**src/rtl/tia_horizontal_decode.sv**
```systemverilog
// Horizontal line-timing decoder: samples the 6-bit horizontal LFSR on hphi2 strobes
// and drives the HSYNC/HBLANK/burst/centre latches, the WSYNC RDY handshake and HMOVE extension.
module tia_horizontal_decode #(
  parameter logic [5:0] SHB_VAL  = 6'b010100,
  parameter logic [5:0] SHS_VAL  = 6'b111100,
  parameter logic [5:0] RHS_VAL  = 6'b110111,
  parameter logic [5:0] RCB_VAL  = 6'b001111,
  parameter logic [5:0] RHB_VAL  = 6'b011100,
  parameter logic [5:0] LRHB_VAL = 6'b010111,
  parameter logic [5:0] CNT_VAL  = 6'b101100
) (
  input  logic       clk,
  input  logic       reset,
  input  logic       hphi2,
  input  logic [5:0] lfsr,
  input  logic       wsync_req,
  input  logic       hmove_req,
  output logic       hsync,
  output logic       hblank,
  output logic       cburst,
  output logic       center,
  output logic       shb,
  output logic       rdy,
  output logic       hmove_active
);

  // Handshake: wsync_req and hmove_req are single-clk strobes with no ready of their own;
  // they are accepted on the clk they are high. rdy is the CPU's ready, low while WSYNC waits.

  function automatic bit params_distinct();
    logic [5:0] v [7];
    bit ok;
    v[0] = SHB_VAL; v[1] = SHS_VAL; v[2] = RHS_VAL; v[3] = RCB_VAL;
    v[4] = RHB_VAL; v[5] = LRHB_VAL; v[6] = CNT_VAL;
    ok = 1'b1;
    for (int i = 0; i < 7; i++)
      for (int j = i + 1; j < 7; j++)
        if (v[i] == v[j]) ok = 1'b0;
    return ok;
  endfunction

  localparam bit PARAMS_OK = params_distinct();

  generate
    if (!PARAMS_OK) begin : g_param_check
      $error("tia_horizontal_decode: decode values must be distinct");
    end
  endgenerate

  // Every line-timing latch is a two-state set/reset machine.
  typedef enum logic {
    LAT_CLR = 1'b0,
    LAT_SET = 1'b1
  } latch_t;

  typedef struct packed {
    logic shb;
    logic shs;
    logic rhs;
    logic rcb;
    logic rhb;
    logic lrhb;
    logic cnt;
  } dec_t;

  dec_t   dec;
  latch_t hsync_q,  hsync_d;
  latch_t hblank_q, hblank_d;
  latch_t cburst_q, cburst_d;
  latch_t center_q, center_d;
  latch_t rdy_q,    rdy_d;
  latch_t hmove_q,  hmove_d;
  logic   shb_q,    shb_d;

  // Decode is qualified by hphi2 so the LFSR is only looked at while it is stable.
  always_comb begin
    dec = '0;
    if (hphi2) begin
      dec.shb  = (lfsr == SHB_VAL);
      dec.shs  = (lfsr == SHS_VAL);
      dec.rhs  = (lfsr == RHS_VAL);
      dec.rcb  = (lfsr == RCB_VAL);
      dec.rhb  = (lfsr == RHB_VAL);
      dec.lrhb = (lfsr == LRHB_VAL);
      dec.cnt  = (lfsr == CNT_VAL);
    end
  end

  always_ff @(posedge clk or posedge reset) begin
    if (reset) begin
      hsync_q  <= LAT_CLR;
      hblank_q <= LAT_SET;
      cburst_q <= LAT_CLR;
      center_q <= LAT_CLR;
      rdy_q    <= LAT_SET;
      hmove_q  <= LAT_CLR;
      shb_q    <= 1'b0;
    end else begin
      hsync_q  <= hsync_d;
      hblank_q <= hblank_d;
      cburst_q <= cburst_d;
      center_q <= center_d;
      rdy_q    <= rdy_d;
      hmove_q  <= hmove_d;
      shb_q    <= shb_d;
    end
  end

  always_comb begin
    hsync_d  = hsync_q;
    hblank_d = hblank_q;
    cburst_d = cburst_q;
    center_d = center_q;
    rdy_d    = rdy_q;
    hmove_d  = hmove_q;
    shb_d    = dec.shb;

    if (dec.shs) begin
      hsync_d  = LAT_SET;
      cburst_d = LAT_SET;
    end
    if (dec.rhs) hsync_d = LAT_CLR;
    if (dec.rcb) cburst_d = LAT_CLR;

    if (dec.shb) begin
      hblank_d = LAT_SET;
      center_d = LAT_CLR;
    end
    // The normal end of blank is skipped while an HMOVE is pending; the late one always ends it.
    if (dec.rhb && (hmove_q == LAT_CLR)) hblank_d = LAT_CLR;
    if (dec.lrhb) hblank_d = LAT_CLR;
    if (dec.cnt) center_d = LAT_SET;

    // A request coinciding with the end-of-line decode beats the release/clear.
    if (wsync_req)    rdy_d = LAT_CLR;
    else if (dec.shb) rdy_d = LAT_SET;

    if (hmove_req)    hmove_d = LAT_SET;
    else if (dec.shb) hmove_d = LAT_CLR;
  end

  assign hsync        = (hsync_q  == LAT_SET);
  assign hblank       = (hblank_q == LAT_SET);
  assign cburst       = (cburst_q == LAT_SET);
  assign center       = (center_q == LAT_SET);
  assign rdy          = (rdy_q    == LAT_SET);
  assign hmove_active = (hmove_q  == LAT_SET);
  assign shb          = shb_q;

endmodule

```
**config.mk**
```make
export PLATFORM = sky130hd
export DESIGN_NAME = tia_horizontal_decode
export DESIGN_NICKNAME = d
export VERILOG_FILES = /design/src/rtl/tia_horizontal_decode.sv
export SDC_FILE = /design/constraint.sdc
export NUM_CORES = 1
export LEC_CHECK = 0
export CAP_MARGIN = 20
export CORE_AREA = 2 2 39 41
export DETAILED_ROUTE_END_ITERATION = 10
export DIE_AREA = 0 0 41 43
export PLACE_DENSITY_LB_ADDON = 0.15
export SYNTH_ARGS = -nofsm -noshare
export SYNTH_HDL_FRONTEND = slang
export SYNTH_SLANG_ARGS = --single-unit
```
**constraint.sdc**
```tcl
create_clock -name clk -period 1.5 [get_ports clk]
set_input_delay 0.375 -clock clk [delete_from_list [all_inputs] [get_ports clk]]
set_output_delay 0.375 -clock clk [all_outputs]
set_load 0.02 [all_outputs]
```
-- Word-level counts from Yosys, hierarchy flattened
Cells that the tools add are included.
- register bits after elaboration: 7
- input bits: 11
- output and inout bits: 7
- word-level logic and storage cells: 33
- equality and inequality tests: 7
- multiplexer cells: 11
- bitwise logic cells: 1
- reduce and logical (&&, ||, !) cells: 7
- operators with widths (cell ; number):
    6-bit by 5-bit equality test with 1-bit output, second input constant ; 3
    6-bit equality test, second input constant ; 3
    1-bit 2-to-1 mux ; 10
    2-bit nonzero test ; 5
    7-bit 2-to-1 mux ; 1
    6-bit by 4-bit equality test with 1-bit output, second input constant ; 1
    3-bit nonzero test ; 1
    1-bit logical AND ; 1
    1-bit NOT ; 1

-- Longest topological paths before layout
- depth in word-level cells: 5
- mapped depth: 5
- mapped depth without buffers: 4

-- Least setup slack after synthesis
Ideal clock, no wire load.
- path kind: input to register
- start point: input port lfsr[3]
- end point: register hmove_q, in the netlist hmove_active
- library setup time: 0.118 ns
- arrival: 0.928 ns
- data required time: 1.382 ns
- slack: 0.454 ns
- cell stages on the path: 4
- path through: clkbuf_2 nor2_2 nand3b_4 a21o_1
- word-level cells in the longest chain between the ends: 3
- ends and longest elaborated chain (what ; line ; source):
    start: declaration ; 15 ; input logic [5:0] lfsr,
    6-bit by 5-bit equality test with 1-bit output ; 79 ; dec.shb = (lfsr == SHB_VAL);
    7-bit 2-to-1 mux ; 78 ; if (hphi2) begin
    2-bit nonzero test (no line) ; n/a ;
    end signal: assignment ; 104 ; hmove_q <= hmove_d;
    end: declaration ; 72 ; latch_t hmove_q, hmove_d;
No other way between the ends.
A chain may end at the register's enable or synchronous reset.

-- Worst setup path after layout
- start point: register rdy_q, in the netlist rdy
- end point: output port rdy
- RTL lines (what ; line ; source):
    start: declaration ; 71 ; latch_t rdy_q, rdy_d;
    start signal: assignment ; 103 ; rdy_q <= rdy_d;
    end: declaration ; 23 ; output logic rdy,
No word-level cell between the ends.

==> results.sh <==
export IMPL_status="completed"
export IMPL_path_clk_slew_ns=0.05
export IMPL_core_um2=1380
export IMPL_place_congestion=0.650
export IMPL_crit_arrival_ns=1.07
export IMPL_yosysWarnings=0
export IMPL_antenna_found_initial=0
export IMPL_grt_max_degree=8
export IMPL_first_iter_violations=6
export IMPL_p_leak_nw=0.295
export IMPL_synth_area_um2=373
export IMPL_ys_ff_latch=7
export IMPL_synth_ff_type="dfrtp_1"
export IMPL_required_ns=1.12
export IMPL_synth_nets=48
export IMPL_fmax_ghz=0.691
export IMPL_fin_ws_ns=0.0526
export IMPL_critical_path_endpoint_type="output pin"
export IMPL_setup_viol=0
export IMPL_vias_per_cell=4.58
export IMPL_finClkSkew_ns=0.0000590
export IMPL_finalHoldViolations=0
export IMPL_pre_cts_ws_ns=-0.0526
export IMPL_final_nets=75
export IMPL_path_cells="clkdlybuf4s15_1"
export IMPL_rsz0062_at_grt="no"
export IMPL_ys_async_sr_fraction_pct=100
export IMPL_crit_family="flip-flops"
export IMPL_die_x_um=41
export IMPL_grtUsageTotal_pct=13.1
export IMPL_drt_pass1_iter_count=2
export IMPL_slowest_delay_ns=0.52
export IMPL_tritoncts="yes"
export IMPL_cts_inserted_buffers=3
export IMPL_dp_hpwl_um=713
export IMPL_drc=0
export IMPL_ys_seq_area_share_pct=47.7
export IMPL_relSlewSlack_pct=79.4
export IMPL_final_area_um2=623
export IMPL_cp_buffers_inverters=1
export IMPL_synth_area_top_cells="dfrtp_1 (34%), dfstp_2 (14%), nand3b_4 (5.4%), a31oi_1 (5.0%), nand4b_1 (4.7%)"
export IMPL_cts_num_sinks=7
export IMPL_maxCapViolations=0
export IMPL_fin_setup_tns_ns=0
export IMPL_post_cts_hold_buffer_count=0
export IMPL_detail_route_antenna_nets=0
export IMPL_startpoint_type="flip-flop"
export IMPL_hp_class="input port to async pin"
export IMPL_post_drt_wl_per_cell_um=11.3
export IMPL_yosysMostFrequentCell="dfrtp_1"
export IMPL_die_area_um2=1760
export IMPL_start_util_pct=26.9
export IMPL_vias=362
export IMPL_port_buffers=17
export IMPL_yosys_area_top_type="dfrtp_1"
export IMPL_wl_um=890
export IMPL_power_density_nw_per_um2=736
export IMPL_synthCells=37
export IMPL_diodes=0
export IMPL_hold_slack_ns=0.355
export IMPL_slew_violations=0
export IMPL_slowest_stage="dfstp_2"
export IMPL_synth_cell_type_count=22
export IMPL_area_growth_syn_to_layout_pct=67.1
export IMPL_syn_avg_cell_area_um2=10.1
export IMPL_worst_slew_pin_slew_ns=0.305
export IMPL_cp_max_fo=2
export IMPL_peakVddDrop_v=0.000385
export IMPL_grt_first_pass_wirelength_um=1520
export IMPL_htree_levels=1
export IMPL_clock_root_buffer="clkbuf_4"
export IMPL_period_minus_slack_ns=1.45
export IMPL_dpl_cell_area_um2=603
export IMPL_num_rows=14
export IMPL_die_y_um=43
export IMPL_clkLatencyLatePin_ns=0.24
export IMPL_drive_gt1_share_pct=27.0
export IMPL_worst_path_stages=1
export IMPL_synth_edf_count=0
export IMPL_path_class="flip-flop to output pin"
export IMPL_synthTopCellsByCount="dfrtp_1 (5), a31oi_1 (3), nand2_1 (3), nor2_1 (3)"
export IMPL_ioPinCount=18
export IMPL_synth_top_area_share_pct=33.6
export IMPL_reg2regPathDepth=2
export IMPL_power_mw=0.459
export IMPL_clockBufferDepth=2
export IMPL_post_route_period_util_pct=96.5
export IMPL_grt_ovfl_total=0
export IMPL_grt_pass1_vias=379
cells by family (layout without fill, tap and decap cells):
family | count (synthesis) | after routing | share of synthesized area [%]
and+or+nand+nor | 16 | 16 | 29.2
DFF | 7 | 7 | 47.7
AOI/OAI and AO/OA | 9 | 9 | 17.8
buffers and inverters | 5 | 31 | 5.37
layout by cell type (no fill, tap or decap):
cell	Yosys	final
a21o_1	1	1
dfrtp_1	5	5
a31oi_1	3	3
a21oi_1	2	2
inv_1	2	2
dlygate4sd2_1	0	5
o41ai_2	1	1
clkdlybuf4s15_1	0	2
nor2_1	3	3
nand3b_4	1	1
nor3_1	1	1
nor2_2	1	1
clkbuf_4	0	3
nand2_1	3	3
dfstp_2	2	2
o21ai_0	1	1
nand4_1	1	1
and3_1	1	1
nor3_2	1	1
clkbuf_1	0	1
o311ai_0	1	1
inv_2	2	2
clkdlybuf4s50_1	0	10
nor2b_1	1	1
buf_4	0	6
and4_1	1	1
nand4b_1	2	2
routing by layer:
layer	vias up	GRT usage [%]	share of wire, %
li1	190	-	-
met1	161	17.8	45
met2	9	18.1	48
met3	2	1.57	5.3
met4	0	10.0	1.1
met5	-	0	0
final timing paths:
check / from / to / slack (ns)
worst max-delay path: rdy / rdy / 0.05
worst min-delay path: reset / hmove_active / 0.35
worst max register to register: hmove_active / hblank / 0.53
worst min register to register: rdy / rdy / 0.45
max in group asynchronous: reset / rdy / 0.88
min in group clk: rdy / rdy / 0.45
stage by stage:
step	instances	utilization, %
finish	79	45.0
detailed placement	75	43.6
floorplan	37	-
global route	79	45.0
global placement	75	43.6
CTS	79	44.8
what timing repair did:
action                                  CTS  global route
resized for setup                         7             2
buffers inserted                          0             0
pin swaps                                 0             0
endpoints found under the setup margin    7             2
sequential cells by signal, indices dropped and copies added, names as in the netlist:
| register | flops |
|---|---|
| hmove_active | 1 |
| shb | 1 |
| hsync | 1 |
| hblank | 1 |
| rdy | 1 |
| center | 1 |
| cburst | 1 |
report_power, final:
group / internal, mW / switching [mW] / total, mW
registers: 0.197 / 0.00347 / 0.200
clock network: 0.101 / 0.0640 / 0.165
logic: 0.0496 / 0.0434 / 0.0930
layout make-up:
cell class                      count  area (um^2)
Clock buffer                        4         26.3
Multi-Input combinational cell     25          175
Timing Repair Buffer               23          209
Fill cell                         147          761
Inverter                            4         15.0
Sequential cell                     7          178
Tap cell                           16         20.0
Note: power is estimated with default switching activity, not from simulation.
